**config.mk**
```make
export PLATFORM = sky130hd
export DESIGN_NAME = wallace_mul_scheduler
export DESIGN_NICKNAME = d
export VERILOG_FILES = /design/src/rtl/wallace_pkg.sv /design/src/rtl/wallace_mul_scheduler_rr_arbiter.sv /design/src/rtl/wallace_mul_scheduler.sv
export SDC_FILE = /design/constraint.sdc
export NUM_CORES = 1
export LEC_CHECK = 0
export ABC_AREA = 1
export CORE_MARGIN = 2
export CORE_UTILIZATION = 25
export CTS_BUF_LIST = sky130_fd_sc_hd__clkbuf_4 sky130_fd_sc_hd__clkbuf_8
export DETAILED_ROUTE_END_ITERATION = 8
export PLACE_DENSITY = 0.62
export SETUP_SLACK_MARGIN = 0.4
export SKIP_LAST_GASP = 1
export SLEW_MARGIN = 20
export SYNTH_ARGS = -nofsm -noshare
export SYNTH_HDL_FRONTEND = slang
export SYNTH_HIERARCHICAL = 1
export SYNTH_SLANG_ARGS = --single-unit
```
**constraint.sdc**
```tcl
create_clock -name clk -period 2.8 [get_ports clk]
set_input_delay 0.28 -clock clk [delete_from_list [all_inputs] [get_ports clk]]
set_output_delay 0.28 -clock clk [all_outputs]
set_load 0.02 [all_outputs]
```
**src/rtl/wallace_pkg.sv**
```systemverilog
// Shared widths and scheduler state encoding for the Wallace multiplier scheduler.
package wallace_pkg;

  localparam int OP_W   = 5;
  localparam int PROD_W = 10;

  typedef enum logic [1:0] {
    IDLE,
    WAIT,
    RESP
  } sched_state_t;

endpackage

```
**src/rtl/wallace_mul_scheduler_rr_arbiter.sv**
```systemverilog
// Combinational round-robin arbiter: first asserted request at or after ptr, wrapping.
module rr_arbiter #(
  parameter int NUM_REQ = 4,
  parameter int ID_W    = (NUM_REQ > 1) ? $clog2(NUM_REQ) : 1
) (
  input  logic [NUM_REQ-1:0] req,
  input  logic [ID_W-1:0]    ptr,
  output logic [NUM_REQ-1:0] gnt,
  output logic [ID_W-1:0]    gnt_idx,
  output logic               any_req
);

  // Scan upward from ptr modulo NUM_REQ; the first hit wins.
  always_comb begin
    gnt     = '0;
    gnt_idx = '0;
    any_req = 1'b0;
    for (int unsigned k = 0; k < NUM_REQ; k++) begin
      int unsigned idx;
      idx = (k + 32'(ptr)) % NUM_REQ;
      if (!any_req && req[idx]) begin
        any_req  = 1'b1;
        gnt[idx] = 1'b1;
        gnt_idx  = ID_W'(idx);
      end
    end
  end

endmodule

```
**src/rtl/wallace_mul_scheduler.sv**
```systemverilog
// Time-shares one external 5x5 multiplier between NUM_REQ requesters.
module wallace_mul_scheduler
  import wallace_pkg::*;
#(
  parameter int NUM_REQ = 4,
  parameter int MUL_LAT = 2,
  parameter int ID_W    = (NUM_REQ > 1) ? $clog2(NUM_REQ) : 1
) (
  input  logic                    clk,
  input  logic                    rst,
  input  logic [NUM_REQ-1:0]      req_valid,
  input  logic [NUM_REQ*OP_W-1:0] req_a,
  input  logic [NUM_REQ*OP_W-1:0] req_b,
  output logic [NUM_REQ-1:0]      req_ready,
  output logic [OP_W-1:0]         mul_a,
  output logic [OP_W-1:0]         mul_b,
  input  logic [PROD_W-1:0]       mul_p,
  output logic                    rsp_valid,
  output logic [PROD_W-1:0]       rsp_data,
  output logic [ID_W-1:0]         rsp_id,
  input  logic                    rsp_ready,
  output logic                    busy
);

  localparam int CNT_W = (MUL_LAT > 1) ? $clog2(MUL_LAT) : 1;

  sched_state_t        state_q, state_d;
  logic [ID_W-1:0]     rr_ptr_q, rr_ptr_d;
  logic [CNT_W-1:0]    cnt_q, cnt_d;
  logic [OP_W-1:0]     mul_a_q, mul_a_d;
  logic [OP_W-1:0]     mul_b_q, mul_b_d;
  logic [PROD_W-1:0]   rsp_data_q, rsp_data_d;
  logic [ID_W-1:0]     rsp_id_q, rsp_id_d;
  logic                rsp_valid_q, rsp_valid_d;

  logic [NUM_REQ-1:0]  gnt;
  logic [ID_W-1:0]     gnt_idx;
  logic                any_req;

  rr_arbiter #(
    .NUM_REQ (NUM_REQ),
    .ID_W    (ID_W)
  ) u_arb (
    .req     (req_valid),
    .ptr     (rr_ptr_q),
    .gnt     (gnt),
    .gnt_idx (gnt_idx),
    .any_req (any_req)
  );

  // Next-state, grant and datapath capture logic.
  always_comb begin
    state_d     = state_q;
    rr_ptr_d    = rr_ptr_q;
    cnt_d       = cnt_q;
    mul_a_d     = mul_a_q;
    mul_b_d     = mul_b_q;
    rsp_data_d  = rsp_data_q;
    rsp_id_d    = rsp_id_q;
    rsp_valid_d = rsp_valid_q;
    req_ready   = '0;
    case (state_q)
      IDLE: begin
        if (any_req) begin
          req_ready = gnt;
          mul_a_d   = req_a[int'(gnt_idx)*OP_W +: OP_W];
          mul_b_d   = req_b[int'(gnt_idx)*OP_W +: OP_W];
          rsp_id_d  = gnt_idx;
          rr_ptr_d  = (int'(gnt_idx) == NUM_REQ - 1) ? '0 : gnt_idx + ID_W'(1);
          cnt_d     = CNT_W'(MUL_LAT - 1);
          state_d   = WAIT;
        end
      end
      WAIT: begin
        if (cnt_q == '0) begin
          rsp_data_d  = mul_p;
          rsp_valid_d = 1'b1;
          state_d     = RESP;
        end else begin
          cnt_d = cnt_q - CNT_W'(1);
        end
      end
      RESP: begin
        if (rsp_ready) begin
          rsp_valid_d = 1'b0;
          state_d     = IDLE;
        end
      end
      default: state_d = IDLE;
    endcase
    // No handshake may complete while reset is asserted.
    if (rst) req_ready = '0;
  end

  // State and datapath registers with synchronous reset.
  always_ff @(posedge clk) begin
    if (rst) begin
      state_q     <= IDLE;
      rr_ptr_q    <= '0;
      cnt_q       <= '0;
      mul_a_q     <= '0;
      mul_b_q     <= '0;
      rsp_data_q  <= '0;
      rsp_id_q    <= '0;
      rsp_valid_q <= 1'b0;
    end else begin
      state_q     <= state_d;
      rr_ptr_q    <= rr_ptr_d;
      cnt_q       <= cnt_d;
      mul_a_q     <= mul_a_d;
      mul_b_q     <= mul_b_d;
      rsp_data_q  <= rsp_data_d;
      rsp_id_q    <= rsp_id_d;
      rsp_valid_q <= rsp_valid_d;
    end
  end

  assign mul_a     = mul_a_q;
  assign mul_b     = mul_b_q;
  assign rsp_data  = rsp_data_q;
  assign rsp_id    = rsp_id_q;
  assign rsp_valid = rsp_valid_q;
  assign busy      = (state_q != IDLE);

endmodule

```
; ---- After elaboration in Yosys (flattened, before gate mapping)
; Cells that the tools add are included.
[classes]
add_sub_neg = 5
n_mul = 1
div = 0
order_cmp = 8
n_eq_ne = 6
shift = 2
muxes = 42
n_bitwise = 4
n_reduce_logical = 19
[ops]
columns = operator, count
row1 = $shiftx A20 B32 Y5, 1
row2 = $mux W4, 7
row3 = $shiftx A20 B6 Y5, 1
row4 = $mux W1, 16
row5 = $mux W2, 8
row6 = $lt A2 B3 Y1 const B, 4
row7 = $or A4 B4 Y4, 3
row8 = $bmux W1 S2, 4
row9 = $demux W1 S2, 4
row10 = $ge A2 B1 Y1 const B, 4
row11 = $logic_and A1 B1 Y1, 7
row12 = $ne A2 B2 Y1 const B, 3
row13 = $pmux W2 S3, 1
row14 = $reduce_and A2 Y1, 3
row15 = $reduce_and A3 Y1, 2
row16 = $reduce_bool A2 Y1, 3
row17 = $mul A2 B3 Y5 const B, 1
row18 = $add A2 B2 Y2 const A, 2
row19 = $eq A2 B1 Y1 const B, 2
row20 = $pmux W1 S2, 2
row21 = $logic_not A1 Y1, 3
row22 = $add A1 B2 Y2 const A, 1
row23 = $add A2 B1 Y2 const B, 1
row24 = $eq A2 B2 Y1 const B, 1
row25 = 3 further kinds, 3
[word_totals]
reg_bits = 28
latchBits = 0
ram_bits = 0
romBits = 0
input_bits = 57
out_inout_bits = 28
elab_cells = 95
memories = 0

; ---- Longest topological paths before layout
[logic_depth]
depth_word = 15
ltp_mapped = 16

; ---- Cells and area by module
; Netlist, hierarchy kept.
[by_module_without_submodules]
columns = module, instances, cells_per_inst, area_each_um2, seq_area_each_um2
row1 = wallace_mul_scheduler, 1, 262, 1635.3, 560.5
row2 = rr_arbiter, 1, 74, 440.4, 0.0

; ---- Least setup slack after synthesis
; OpenSTA, ideal clock, no wires.
[synth_timing]
path_kind = reg-to-output
start = reg rr_ptr_q[0]
end = out req_ready[0]
arrival_time_ns = 2.050
required_time_ns = 2.520
slack_ns = 0.470
path_stages_with_launch = 13
n_path_buf = 1
path_cell_list = dfxtp_1 inv_2 ha_1 inv_1 nand2_1 nand2_2 nor2_4 buf_6 nand4_1 nand2_4 inv_6 nand2_1 nor2_1
[synth_between]
elab_chain_len = 15
[synth_rtl]
columns = item, line
row1 = from (decl), wallace_mul_scheduler.sv:28  ; logic [ID_W-1:0] rr_ptr_q, rr_ptr_d;
row2 = from (signal assigned), wallace_mul_scheduler.sv:108  ; rr_ptr_q <= rr_ptr_d;
row3 = branches (longest 11 deep; another with $add A1 B2 Y2), -
row4 = $mux W1 *, wallace_mul_scheduler_rr_arbiter.sv:21  ; if (!any_req && req[idx]) begin
row5 = named net any_req, wallace_mul_scheduler.sv:38  ; logic any_req;
row6 = $mux W4 *, wallace_mul_scheduler.sv:64  ; if (any_req) begin
row7 = $mux W4 *, wallace_mul_scheduler.sv:62  ; case (state_q)
row8 = $mux W4 *, wallace_mul_scheduler.sv:92  ; if (rst) req_ready = '0;
row9 = to (decl), wallace_mul_scheduler.sv:14  ; output logic [NUM_REQ-1:0] req_ready,
; Mark *: on every way through the listed nets, which the timed path passes. The select of a mux whose other input is x is not followed.

; ---- Final worst setup path
[layout_timing]
start = reg rr_ptr_q[1]
end = out req_ready[1]
[layout_between]
elab_chain_len = 15
[layout_rtl]
columns = item, line
row1 = branches (longest 11 deep; another with $lt A2 B3 Y1), -
row2 = $mux W4 *, wallace_mul_scheduler_rr_arbiter.sv:21
row3 = named net gnt[1], wallace_mul_scheduler.sv:36  ; logic [NUM_REQ-1:0] gnt;
row4 = $mux W4 *, wallace_mul_scheduler.sv:64
row5 = $mux W4 *, wallace_mul_scheduler.sv:62
row6 = $mux W4 *, wallace_mul_scheduler.sv:92
; Marked as above.

==> impl_metrics.json <==
{
  "status": "complete, no violations",
  "crit_fanout": 9,
  "grt_overflow": 0,
  "path_class": "reg2out",
  "synth_top_area_share": 0.270,
  "dr.pass1.iters": 5,
  "ioPinCount": 85,
  "syn_area_um2": 2080,
  "clk_latency_ns": 0.27,
  "swShare": 0.503,
  "grt_pass1_wl_um": 9200,
  "cts.root.buffer_cell": "clkbuf_8",
  "ys_seq_area_frac": 0.270,
  "wl_met1_um": 2450,
  "synth_edf_count": 0,
  "antenna_cells": 0,
  "final_hold_viol_count": 0,
  "multiInputGateArea_um2": 1150,
  "synth-async-reset-ratio": 0,
  "dp_cells": 522,
  "drt-wirelength-per-cell_um": 10.8,
  "clock_path_buffers": 2,
  "postSynthAreaPerCell_um2": 6.18,
  "grt_setup_unrepaired": "true",
  "start_util": 0.255,
  "ant_nets": 0,
  "post-route-period-util": 0.846,
  "nets": 487,
  "synthFlopType": "dfxtp_1",
  "combPwrFrac": 0.726,
  "worst_r2r_path_depth": 16,
  "place_area_um2": 3030,
  "numCtsBuffers": 3,
  "ys_types": 26,
  "setup-tns-final_ns": 0,
  "grt_pass1_vias": 2107,
  "clk_pin_slew_ns": 0.10,
  "relSlewSlack": 0.793,
  "routed_via_density": 4.25,
  "fp.coreArea_um2": 8130,
  "synth.most_common_cell": "nand2_1",
  "drt-initial-drc-count": 75,
  "die_w_um": 95.1,
  "end_kind": "output port",
  "synth.net_count": 399,
  "dr_wl_met2_um": 2890,
  "gp_congestion": 0.979,
  "numClockSinks": 28,
  "vias": 2243,
  "finalNonFillerCells": 528,
  "drcViolationCount": 0,
  "synth.top_cells.by_count": "nand2_1 (89), inv_1 (76), nand3_1 (39)",
  "yosysWarnings": 6,
  "cp.arrival_ns": 2.09,
  "worst_pin_slew_ns": 0.311,
  "fillers": 853,
  "synth_area_leaders": "dfxtp_1 (27%), nand2_1 (16%), inv_1 (14%)",
  "p_int_mw": 1.68,
  "fp.dieH_um": 95.1,
  "grt_start_max_net_pins": 26,
  "final-seq-area_um2": 561,
  "drive_gt1_frac": 0.135,
  "p_leak_nw": 1.54,
  "top_layer": "met4",
  "antenna_found_initial": 0,
  "syn_inst": 336,
  "cts.htree.levels": 1,
  "ys_ff_latch": 28,
  "hpwlAfterDp_um": 4330,
  "syn_to_final_growth_pct": 51.7,
  "fmax_mhz": 422,
  "power_mw": 3.38,
  "setup_violations": 0,
  "pwr_density_cell_nw_per_um2": 1070,
  "drv_cap": 0,
  "worstPathRequired_ns": 2.52,
  "track_usage": 0.124,
  "portBuffers": 84,
  "p_seq_frac": 0.178,
  "timing.final.crit_period_ns": 2.37,
  "cts_tree": "yes",
  "finalClockSkew_ns": 0.00291,
  "met3WireLength_um": 327,
  "totalWireLength_um": 5730,
  "clkPwrFrac": 0.096,
  "ir_drop_mv": 0.455,
  "startpoint_type": "register",
  "hold_path_depth": 2,
  "utilization": 0.387,
  "fp-row-count": 33,
  "p_sw_mw": 1.70,
  "drv_slew": 0,
  "yosys.area.top_type": "dfxtp_1",
  "final_area_um2": 3150,
  "die_area_um2": 9050,
  "hp-class": "reg2reg"
}
critical path: stages, from the launching register on:
cell	delay [ns]
dfxtp_1	0.36
inv_2	0.08
ha_4	0.29
inv_1	0.07
nand2_1	0.08
nand2_2	0.06
nor2_4	0.11
buf_4	0.16
nand3_1	0.07
nand3_1	0.09
inv_1	0.04
nor2_1	0.09
clkdlybuf4s15_1	0.30
area by class of cell:
class	count	share of cell area
Tap cell	105	0.0417
Timing Repair Buffer	94	0.289
Multi-Input combinational cell	215	0.366
Clock buffer	3	0.0131
Inverter	81	0.100
Sequential cell	28	0.178
Timing Repair inverter	1	0.00238
Clock inverter	1	0.00954
timing repair:
item | 4_1_cts | 5_1_grt
endpoints found under the setup margin | 13 | 14
buffers inserted | 1 | 0
gates cloned | 0 | 1
pin swaps | 2 | 0
hold buffers | 0 | 0
gates resized for setup | 15 | 12
routing by layer:
metal  global-route usage  up-vias
met1                0.146      971
met3               0.0166        4
met5                    0        -
li1                     -     1198
met4               0.0314        0
met2                0.235       70
registers in the layout (all words and copies together) (netlist names):
register   flops
rsp_data      10
mul_a          5
mul_b          5
rr_ptr_q       2
rsp_id         2
state_q        2
cnt_q          1
rsp_valid      1
power by group through the flow:
stage	Sequential, mW	Clock (mW)	Combinational (mW)
finish	0.601	0.323	2.45
global route	0.617	0.353	2.75
CTS	0.603	0.341	2.39
detailed placement	0.610	0	2.34
global placement	0.607	0	2.31
floorplan	0.744	0	1.55
cell families after synthesis:
kind of cell,after synthesis,synth area share
adders and majority gates,6,0.0362
buffers and inverters,93,0.190
DFF,28,0.270
AOI/OAI and AO/OA,39,0.111
and+or+nand+nor,170,0.393
per-stage QoR:
| stage | hold WS, ns | worst slack [ns] |
|---|---|---|
| 6_report | 0.466 | 0.432 |
| 5_1_grt | 0.490 | 0.305 |
| 4_1_cts | 0.471 | 0.424 |
| 3_5_place_dp | 0.455 | 0.160 |
| 3_3_place_gp | 0.448 | 0.233 |
| 2_1_floorplan | 0.423 | 0.470 |
cells in the final DEF, fill, tap and decap left out, drive strengths merged, types with 6 or more instances in the layout:
cell type      Yosys  routed
nand3             47      47
buf               10      13
inv               80      80
nor2              15      15
nand2            100     100
nand4              7       7
a21oi             31      31
dfxtp             28      28
ha                 6       6
clkdlybuf4s50      0      80
path summary, 6_finish.rpt:
kind | to | slack [ns] | startpoint
min | rsp_valid$_SDFFE_PP0P_ | 0.47 | rsp_valid$_SDFFE_PP0P_
min reg2reg | rsp_valid$_SDFFE_PP0P_ | 0.47 | rsp_valid$_SDFFE_PP0P_
max reg2reg | mul_a[2]$_SDFFE_PP0P_ | 0.55 | rr_ptr_q[1]$_SDFFE_PP0P_
max | req_ready[1] | 0.43 | rr_ptr_q[1]$_SDFFE_PP0P_
No activity file was read; power rests on OpenSTA's default activity.
